## config.mk

```make
export PLATFORM = sky130hd
export DESIGN_NAME = sram_dp_syncread_be
export DESIGN_NICKNAME = d
export VERILOG_FILES = /design/src/rtl/sram_pkg.sv /design/src/rtl/sram_rd_port.sv /design/src/rtl/sram_dp_syncread_be.sv
export SDC_FILE = /design/constraint.sdc
export NUM_CORES = 1
export LEC_CHECK = 0
export CAP_MARGIN = 40
export CORE_ASPECT_RATIO = 1.4
export CORE_MARGIN = 2
export CORE_UTILIZATION = 62
export DETAILED_ROUTE_END_ITERATION = 12
export HOLD_SLACK_MARGIN = 0.06
export PLACE_DENSITY = 0.9
export SYNTH_ARGS = -nofsm -noshare
export SYNTH_HDL_FRONTEND = slang
export SYNTH_SLANG_ARGS = --single-unit
```

## constraint.sdc

```tcl
create_clock -name clk -period 5.3 [get_ports clk]
set_input_delay 1.06 -clock clk [delete_from_list [all_inputs] [get_ports clk]]
set_output_delay 1.06 -clock clk [all_outputs]
set_load 0.01 [all_outputs]
```

## src/rtl/sram_pkg.sv

```systemverilog
// rtl/sram_pkg.sv - read-during-write mode constants and the byte-lane merge helper
package sram_pkg;

  localparam logic [1:0] RDW_READ_FIRST  = 2'd0;
  localparam logic [1:0] RDW_WRITE_FIRST = 2'd1;

  // Widest word the merge helper handles; callers size-cast in and out.
  localparam int MERGE_W  = 1024;
  localparam int MERGE_NB = MERGE_W / 8;

  function automatic logic [MERGE_W-1:0] byte_merge(
    input logic [MERGE_W-1:0]  old_word,
    input logic [MERGE_W-1:0]  new_word,
    input logic [MERGE_NB-1:0] be
  );
    logic [MERGE_W-1:0] res;
    res = old_word;
    for (int k = 0; k < MERGE_NB; k++) begin
      if (be[k]) begin
        res[8*k +: 8] = new_word[8*k +: 8];
      end
    end
    return res;
  endfunction

endpackage

```

## src/rtl/sram_rd_port.sv

```systemverilog
// rtl/sram_rd_port.sv - one read port: write-address compare, bypass mux, data/valid registers
// Optional extra output stage when SRAM_DP_OUTREG_EN is defined.
module sram_rd_port
  import sram_pkg::*;
#(
  parameter int         WIDTH     = 32,
  parameter int         DEPTH_LOG = 4,
  parameter int         NB        = WIDTH / 8,
  parameter logic [1:0] RDW_MODE  = RDW_READ_FIRST
) (
  input  logic                 clk,
  input  logic                 reset,
  input  logic                 read,
  input  logic [DEPTH_LOG-1:0] rd_addr,
  input  logic [WIDTH-1:0]     rd_word,
  input  logic                 wr_en_A,
  input  logic [DEPTH_LOG-1:0] wr_addr_A,
  input  logic [NB-1:0]        wr_be_A,
  input  logic [WIDTH-1:0]     wr_data_A,
  input  logic                 wr_en_B,
  input  logic [DEPTH_LOG-1:0] wr_addr_B,
  input  logic [NB-1:0]        wr_be_B,
  input  logic [WIDTH-1:0]     wr_data_B,
  output logic [WIDTH-1:0]     data_rd,
  output logic                 valid
);

  function automatic logic [WIDTH-1:0] lane_merge(
    input logic [WIDTH-1:0] old_word,
    input logic [WIDTH-1:0] new_word,
    input logic [NB-1:0]    be
  );
    return WIDTH'(byte_merge(MERGE_W'(old_word), MERGE_W'(new_word), MERGE_NB'(be)));
  endfunction

  logic             hit_A;
  logic             hit_B;
  logic [NB-1:0]    hit_be_A;
  logic [NB-1:0]    hit_be_B;
  logic [WIDTH-1:0] bypass_word;
  logic [WIDTH-1:0] next_word;
  logic [WIDTH-1:0] data_q;
  logic             valid_q;

  assign hit_A = wr_en_A && (wr_addr_A == rd_addr);
  assign hit_B = wr_en_B && (wr_addr_B == rd_addr);

  // Write byte enables arrive already collision-resolved, so merge order does not matter.
  assign hit_be_A    = hit_A ? wr_be_A : '0;
  assign hit_be_B    = hit_B ? wr_be_B : '0;
  assign bypass_word = lane_merge(lane_merge(rd_word, wr_data_A, hit_be_A), wr_data_B, hit_be_B);
  assign next_word   = (RDW_MODE == RDW_WRITE_FIRST) ? bypass_word : rd_word;

  always_ff @(posedge clk) begin
    if (reset) begin
      data_q  <= '0;
      valid_q <= 1'b0;
    end else begin
      valid_q <= read;
      if (read) begin
        data_q <= next_word;
      end
    end
  end

`ifdef SRAM_DP_OUTREG_EN
  logic [WIDTH-1:0] data_q2;
  logic             valid_q2;

  always_ff @(posedge clk) begin
    if (reset) begin
      data_q2  <= '0;
      valid_q2 <= 1'b0;
    end else begin
      data_q2  <= data_q;
      valid_q2 <= valid_q;
    end
  end

  assign data_rd = data_q2;
  assign valid   = valid_q2;
`else
  assign data_rd = data_q;
  assign valid   = valid_q;
`endif

endmodule

```

## src/rtl/sram_dp_syncread_be.sv

```systemverilog
// rtl/sram_dp_syncread_be.sv - true dual-port sync-read SRAM with byte enables and collision resolution
// Define SRAM_DP_OUTREG_EN for an extra output register stage (2-cycle latency).
module sram_dp_syncread_be
  import sram_pkg::*;
#(
  parameter int         WIDTH         = 32,
  parameter int         DEPTH         = 16,
  parameter int         DEPTH_LOG     = $clog2(DEPTH),
  parameter int         NB            = WIDTH / 8,
  parameter logic [1:0] RDW_MODE      = RDW_READ_FIRST,
  parameter int         WR_PRIORITY_A = 1
) (
  input  logic                 clk,
  input  logic                 reset,
  input  logic                 write_A,
  input  logic                 write_B,
  input  logic                 read_A,
  input  logic                 read_B,
  input  logic [NB-1:0]        be_A,
  input  logic [NB-1:0]        be_B,
  input  logic [DEPTH_LOG-1:0] addr_A,
  input  logic [DEPTH_LOG-1:0] addr_B,
  input  logic [WIDTH-1:0]     data_wr_A,
  input  logic [WIDTH-1:0]     data_wr_B,
  output logic [WIDTH-1:0]     data_rd_A,
  output logic [WIDTH-1:0]     data_rd_B,
  output logic                 valid_A,
  output logic                 valid_B,
  output logic                 collision
);

  function automatic logic [WIDTH-1:0] lane_merge(
    input logic [WIDTH-1:0] old_word,
    input logic [WIDTH-1:0] new_word,
    input logic [NB-1:0]    be
  );
    return WIDTH'(byte_merge(MERGE_W'(old_word), MERGE_W'(new_word), MERGE_NB'(be)));
  endfunction

  logic [WIDTH-1:0] mem [DEPTH];

  logic             in_range_A;
  logic             in_range_B;
  logic             wr_ok_A;
  logic             wr_ok_B;
  logic             same_addr;
  logic             collision_now;
  logic             collision_q;
  logic [NB-1:0]    eff_be_A;
  logic [NB-1:0]    eff_be_B;
  logic [NB-1:0]    cross_be_A;
  logic [NB-1:0]    cross_be_B;
  logic [WIDTH-1:0] old_A;
  logic [WIDTH-1:0] old_B;
  logic [WIDTH-1:0] new_A;
  logic [WIDTH-1:0] new_B;

  // Addresses past DEPTH only exist for non-power-of-two depths; they never write and read as 0.
  assign in_range_A = int'(addr_A) < DEPTH;
  assign in_range_B = int'(addr_B) < DEPTH;
  assign wr_ok_A    = write_A && !reset && in_range_A;
  assign wr_ok_B    = write_B && !reset && in_range_B;

  assign same_addr     = wr_ok_A && wr_ok_B && (addr_A == addr_B);
  assign collision_now = same_addr && (|(be_A & be_B));

  // Strip the losing port's overlapping lanes so both ports can be applied independently.
  always_comb begin
    eff_be_A = wr_ok_A ? be_A : '0;
    eff_be_B = wr_ok_B ? be_B : '0;
    if (same_addr) begin
      if (WR_PRIORITY_A != 0) begin
        eff_be_B = eff_be_B & ~be_A;
      end else begin
        eff_be_A = eff_be_A & ~be_B;
      end
    end
  end

  assign old_A = in_range_A ? mem[addr_A] : '0;
  assign old_B = in_range_B ? mem[addr_B] : '0;

  // On a shared address each port's word also carries the other's lanes, so both writes agree.
  assign cross_be_A = same_addr ? eff_be_A : '0;
  assign cross_be_B = same_addr ? eff_be_B : '0;
  assign new_A = lane_merge(lane_merge(old_A, data_wr_A, eff_be_A), data_wr_B, cross_be_B);
  assign new_B = lane_merge(lane_merge(old_B, data_wr_B, eff_be_B), data_wr_A, cross_be_A);

  always_ff @(posedge clk) begin
    if (wr_ok_A) begin
      mem[addr_A] <= new_A;
    end
    if (wr_ok_B) begin
      mem[addr_B] <= new_B;
    end
  end

  always_ff @(posedge clk) begin
    if (reset) begin
      collision_q <= 1'b0;
    end else begin
      collision_q <= collision_now;
    end
  end

`ifdef SRAM_DP_OUTREG_EN
  logic collision_q2;

  always_ff @(posedge clk) begin
    if (reset) begin
      collision_q2 <= 1'b0;
    end else begin
      collision_q2 <= collision_q;
    end
  end

  assign collision = collision_q2;
`else
  assign collision = collision_q;
`endif

  sram_rd_port #(
    .WIDTH    (WIDTH),
    .DEPTH_LOG(DEPTH_LOG),
    .NB       (NB),
    .RDW_MODE (RDW_MODE)
  ) u_rd_A (
    .clk      (clk),
    .reset    (reset),
    .read     (read_A),
    .rd_addr  (addr_A),
    .rd_word  (old_A),
    .wr_en_A  (wr_ok_A),
    .wr_addr_A(addr_A),
    .wr_be_A  (eff_be_A),
    .wr_data_A(data_wr_A),
    .wr_en_B  (wr_ok_B),
    .wr_addr_B(addr_B),
    .wr_be_B  (eff_be_B),
    .wr_data_B(data_wr_B),
    .data_rd  (data_rd_A),
    .valid    (valid_A)
  );

  sram_rd_port #(
    .WIDTH    (WIDTH),
    .DEPTH_LOG(DEPTH_LOG),
    .NB       (NB),
    .RDW_MODE (RDW_MODE)
  ) u_rd_B (
    .clk      (clk),
    .reset    (reset),
    .read     (read_B),
    .rd_addr  (addr_B),
    .rd_word  (old_B),
    .wr_en_A  (wr_ok_A),
    .wr_addr_A(addr_A),
    .wr_be_A  (eff_be_A),
    .wr_data_A(data_wr_A),
    .wr_en_B  (wr_ok_B),
    .wr_addr_B(addr_B),
    .wr_be_B  (eff_be_B),
    .wr_data_B(data_wr_B),
    .data_rd  (data_rd_B),
    .valid    (valid_B)
  );

endmodule

```

==> metrics.yaml, run 1 <==
pwr:
  leakage_nw: 15.0
  pwr-share-comb: 0.175
  vdd_ir_drop_max_mv: 0.284
  p_per_area_nw_per_um2: 287
  p_int_mw: 8.34
  sw_frac_of_total: 0.269
  seq_power_share: 0.457
  pwr-share-clk: 0.368
  p_sw_mw: 3.07
final_layout:
  nets: 2594
  antenna-diode-count: 0
  fillers: 3587
  areaGrowthSynthToFinish_pct: 10.7
  final_layout_size_suffix_gt1_frac: 0.245
  finalNonFillerCells: 3297
  finalInstanceArea_sq_um: 39700
setup_path:
  cp_data_required_time_ns: 5.65
  crit_fanout: 16
  cp.arrival_ns: 4.77
  end_kind: "flop"
  regToRegSetupSlack_ns: 2.62
  crit_type: "input pin to flop"
  start_kind: "input pin"
sta:
  finalCritPeriodShare: 0.835
  whs_ns: 0.467
  clock-skew-final_ns: 0.0329
  fmax_ghz: 0.226
  post-route-min-period_ns: 4.43
  setup_tns_ns: 0
  relSlewSlack: 0.295
  worst_slew_pin_slew_ns: 1.05
  hold_viol_final: 0
  finalMaxSlewViolations: 0
  rsz0062_at_grt: "false"
  setup_viol: 0
die:
  start_util: 0.625
  die_w_microns: 207
  core.rowCount: 104
  die_area_sq_um: 59900
  core_sq_um: 57400
  die_h_microns: 289
  ios: 153
route:
  vias: 25800
  wirelength_microns: 119000
  post_drt_wl_per_cell_microns: 36.0
  postRouteAntennaNets: 0
  viasPerCell: 7.84
  drt-initial-drc-count: 3844
  drc: 0
  top_layer: "met5"
  routed-wl-met2_microns: 53400
  wl_met3_microns: 18400
  dr.pass1.iters: 6
  met1_length_microns: 35400
job:
  cap_violations: 0
placement:
  dp.cells: 3192
  port_buffers: 152
  gp_congestion: 0.922
  place_area_sq_um: 37800
  hpwl_microns: 71300
clock_network:
  post_cts_buffers: 0
  clkLatencyLatePin_ns: 0.65
  htreeDepth: 2
  cts_root_buffer: "clkbuf_16"
  cts_tree: "done"
  numCtsBuffers: 56
  clk_pin_slew_worst_paths_ns: 0.07
  cts_resized: 0
  clkSinkCount: 579
  ctsHoldBuffers: 0
  cts_buffer_depth: 3
synthesis:
  synth_flop_cell: "edfxtp_1"
  syn_nets: 2579
  synth.top_cells.by_count: "mux2i_1, edfxtp_1, mux4_2, buf_2, nand2_1"
  synth_cell_type_count: 55
  ys_seq_elements: 579
  synth.most_common_cell: "mux2i_1"
  async_flop_share: 0
  yosysTopAreaCell: "edfxtp_1"
  ys_seq_area_frac: 0.466
  syn-cell-area_sq_um: 35900
  synthCells: 2493
  ys.warnings.count: 0
  ys_top_cells_by_area: "edfxtp_1, mux2i_1, mux4_2, dfxtp_1, buf_4"
  synth_edf_count: 512
  avgSynthCellArea_sq_um: 14.4
  synth_top_area_frac: 0.428
global_route:
  grt_max_degree: 110
  grt_pass1_vias: 26900
  grt_antenna_before_repair: 2
  grt_pass1_wl_microns: 172000
  gr-total-overflow: 0
  grt_usage: 0.392
min_path:
  min_path_type: "flop to flop"
outcome:
  status: "finished, final reports clean"
[registers in the layout (all words and copies together) (netlist names)]
name	flops
mem	512
collision	1
u_rd_A.data_rd	32
u_rd_B.valid	1
u_rd_B.data_rd	32
u_rd_A.valid	1
[kinds of logic after synthesis]
kind of cell	count (synthesis)	share of synthesized area
xor+xnor	4	0.000976
flops	579	0.466
simple gates	347	0.0548
compound gates	422	0.117
buf+inv	285	0.0494
mux	856	0.312
[worst paths after layout]
| check | start | to | cells after the start |
|---|---|---|---|
| worst min-delay path | u_rd_B.data_rd[21]$_SDFFE_PP0P_ | u_rd_B.data_rd[21]$_SDFFE_PP0P_ | 2 |
| worst max register to register | mem[11][13]$_DFFE_PP_ | mem[11][13]$_DFFE_PP_ | 5 |
| worst max-delay path | write_B | mem[12][31]$_DFFE_PP_ | 7 |
| worst min register to register | u_rd_B.data_rd[21]$_SDFFE_PP0P_ | u_rd_B.data_rd[21]$_SDFFE_PP0P_ | 2 |
[cell usage in the layout (no fill, tap or decap), types with 48 or more instances in the layout]
master,n
mux2i_1,604
nand2b_1,77
a21oi_1,56
mux4_2,200
dfxtp_1,67
a22oi_2,48
nand2_1,78
clkbuf_16,58
edfxtp_1,512
buf_4,64
clkdlybuf4s50_1,143
[stage by stage]
step	total power, mW	setup WS [ns]	utilization
final	11.4	0.872	0.692
after global routing	11.6	0.960	0.692
after global placement	7.12	0.637	0.657
after detailed placement	7.22	0.544	0.659
after floorplan	6.70	0.527	-
after CTS	11.3	1.13	0.692
[cell type report]
type / count / area (sq um) / area share
repair buffers: 241 / 2550 / 0.0642
clock buffers: 85 / 1670 / 0.0421
clock inverters: 20 / 221 / 0.00557
well taps: 742 / 928 / 0.0234
multi-input cells: 1629 / 17600 / 0.444
inverters: 1 / 3.75 / 0.0000945
flip-flops and latches: 579 / 16700 / 0.421
[power groups by stage]
| stage | sequential (mW) | combinational (mW) | clock [mW] |
|---|---|---|---|
| floorplan | 5.32 | 1.38 | 0 |
| global placement | 5.30 | 1.82 | 0 |
| detailed placement | 5.31 | 1.90 | 0 |
| CTS | 5.22 | 1.94 | 4.15 |
| global route | 5.22 | 2.08 | 4.32 |
| finish | 5.22 | 2.00 | 4.20 |
[critical path: stages]
cell and delay [ns]:
clkdlybuf4s50_1 0.67, buf_4 0.28, and3b_1 0.57, nand2b_1 0.42
or3_1 0.80, o22ai_2 0.74, mux2i_1 0.21
[layer usage]
layer / global-route usage / vias up
li1: - / 9921
met1: 0.454 / 12500
met2: 0.611 / 2568
met3: 0.118 / 813
met4: 0.313 / 6
met5: 0 / -
No activity file was read; power rests on OpenSTA's default activity.
==> run 2: changes to the inputs <==
==> constraint.sdc (replaced) <==
create_clock -name clk -period 4.2 [get_ports clk]
set_input_delay 0.84 -clock clk [delete_from_list [all_inputs] [get_ports clk]]
set_output_delay 0.84 -clock clk [all_outputs]
set_load 0.01 [all_outputs]
==> metrics.yaml, run 2 (same netlist as run 1, synthesis figures left out) <==
sta:
  setup_tns_ns: 0
  finalCritPeriodShare: 0.872
  finalMaxSlewViolations: 0
  post-route-min-period_ns: 3.66
  worst_slew_pin_slew_ns: 1.01
  setup_viol: 0
  relSlewSlack: 0.327
  hold_viol_final: 0
  rsz0062_at_grt: "false"
  whs_ns: 0.472
  fmax_ghz: 0.273
  setup_slack_ns: 0.540
  clock-skew-final_ns: 0.0282
setup_path:
  cpMaxStageDelayCell: "or3_1"
  start_kind: "input pin"
  critPathMaxStageDelay_ns: 0.86
  cp_data_required_time_ns: 4.56
  regToRegSetupSlack_ns: 1.66
  cp.arrival_ns: 4.02
  rr_startpoint: "mem[1][11]$_DFFE_PP_"
  crit_fanout: 16
  r2r-end: "mem[12][11]$_DFFE_PP_"
  cp_top_family: "simple AND/OR/NAND/NOR gates"
  reg2reg_depth: 5
  crit_type: "input pin to flop"
  path_cells: "clkdlybuf4s50_1 > xnor2_1 > nand3_2 > or3_1 > o22ai_4 > mux2i_1"
  end_kind: "flop"
  crit_buf_inv: 1
clock_network:
  cts_buffer_depth: 3
  numCtsBuffers: 54
  post_cts_buffers: 0
  clk_pin_slew_worst_paths_ns: 0.07
  clkSinkCount: 579
  ctsHoldBuffers: 0
  cts_root_buffer: "clkbuf_16"
  cts_resized: 0
  clkLatencyLatePin_ns: 0.65
  cts_tree: "done"
  htreeDepth: 2
min_path:
  min_from: "u_rd_B.data_rd[2]$_SDFFE_PP0P_"
  hold_depth: 2
  min_path_type: "flop to flop"
  holdPathEnd: "u_rd_B.data_rd[2]$_SDFFE_PP0P_"
final_layout:
  final_layout_size_suffix_gt1_frac: 0.256
  nets: 2635
  final_common_cell: "mux2i_1"
  fillers: 3594
  finalInstanceArea_sq_um: 39800
  finalNonFillerCells: 3337
  top_register: "mem"
  largest_reg_flops: 512
  mostFrequentLayoutCells: "mux2i_1, edfxtp_1, mux4_2, clkdlybuf4s50_1, buf_4"
  fin_util: 0.694
  areaGrowthSynthToFinish_pct: 11.0
die:
  die_area_sq_um: 59900
  die_h_microns: 289
  start_util: 0.625
  core_sq_um: 57400
  ios: 153
  core.rowCount: 104
  die_w_microns: 207
pwr:
  vdd_ir_drop_max_mv: 0.318
  p_per_area_nw_per_um2: 356
  leakage_nw: 15.1
  total_power_mw: 14.2
route:
  vias: 25900
  drt-initial-drc-count: 3769
  wirelength_microns: 118000
  viasPerCell: 7.75
  postRouteAntennaNets: 0
  dr.pass1.iters: 8
  drc: 0
  post_drt_wl_per_cell_microns: 35.4
global_route:
  grt_pass1_vias: 27300
  grt_pass1_wl_microns: 172000
  grt_usage: 0.392
  grt_antenna_before_repair: 2
  gr-total-overflow: 0
  grt_max_degree: 88
job:
  cap_violations: 0
placement:
  port_buffers: 152
  dp.cells: 3235
  place_area_sq_um: 38000
  pre_cts_slack_ns: 0.223
  gp_congestion: 0.928
  hpwl_microns: 73200
outcome:
  status: "finished, final reports clean"
-- run 2: changes by cell type in the layout (fill, tap and decap cells not counted) --
cell and delta:
bufinv_16 +2, buf_16 -2, clkbuf_1 -5, buf_12 -6, clkbuf_8 -8, clkbuf_16 -3, inv_6 -2, clkinv_1 +6
clkinv_2 +6, buf_4 +51, diode_2 +1
-- run 2: worst max path at each step --
stage | startpoint | to | slack (ns) | cells past startpoint
final | addr_A[2] | mem[10][7]$_DFFE_PP_ | 0.54 | 6
after global routing | addr_A[2] | mem[10][7]$_DFFE_PP_ | 0.51 | 6
after CTS | addr_A[2] | mem[10][7]$_DFFE_PP_ | 0.85 | 6
after detailed placement | addr_A[2] | mem[13][3]$_DFFE_PP_ | 0.22 | 6
after global placement | addr_A[2] | mem[9][10]$_DFFE_PP_ | 0.26 | 6
after floorplan | addr_A[1] | mem[0][0]$_DFFE_PP_ | -0.35 | 5
-- run 2: layout make-up --
cell class / instances / area [sq um] / share of cell area
tap: 742 / 928 / 0.0233
timing repair buffer: 284 / 2760 / 0.0693
clock buffer: 69 / 1470 / 0.0369
antenna: 1 / 2.50 / 0.0000628
multi-input combinational: 1629 / 17600 / 0.443
inverter: 1 / 3.75 / 0.0000942
sequential: 579 / 16700 / 0.420
clock inverter: 32 / 317 / 0.00795
-- run 2: power breakdown --
part,internal (mW),switching [mW],total (mW)
Clock,2.84,2.24,5.08
Sequential,6.52,0.0625,6.58
Combinational,1.02,1.51,2.53
-- run 2: metal layers --
layer,part of all wire,track usage,wire [microns],vias up
li1,-,-,-,10000
met1,0.30,0.449,35700,12400
met2,0.45,0.614,53700,2554
met3,0.15,0.110,17300,836
met4,0.098,0.330,11600,2
met5,0.00014,0,16,-
-- run 2: worst reg2reg max path: stages, from the launching register on --
cell      delay [ns]
edfxtp_1        0.45
mux4_2          0.49
mux2i_1         0.38
nor2_1          0.14
o31ai_4         0.58
mux2i_1         0.21
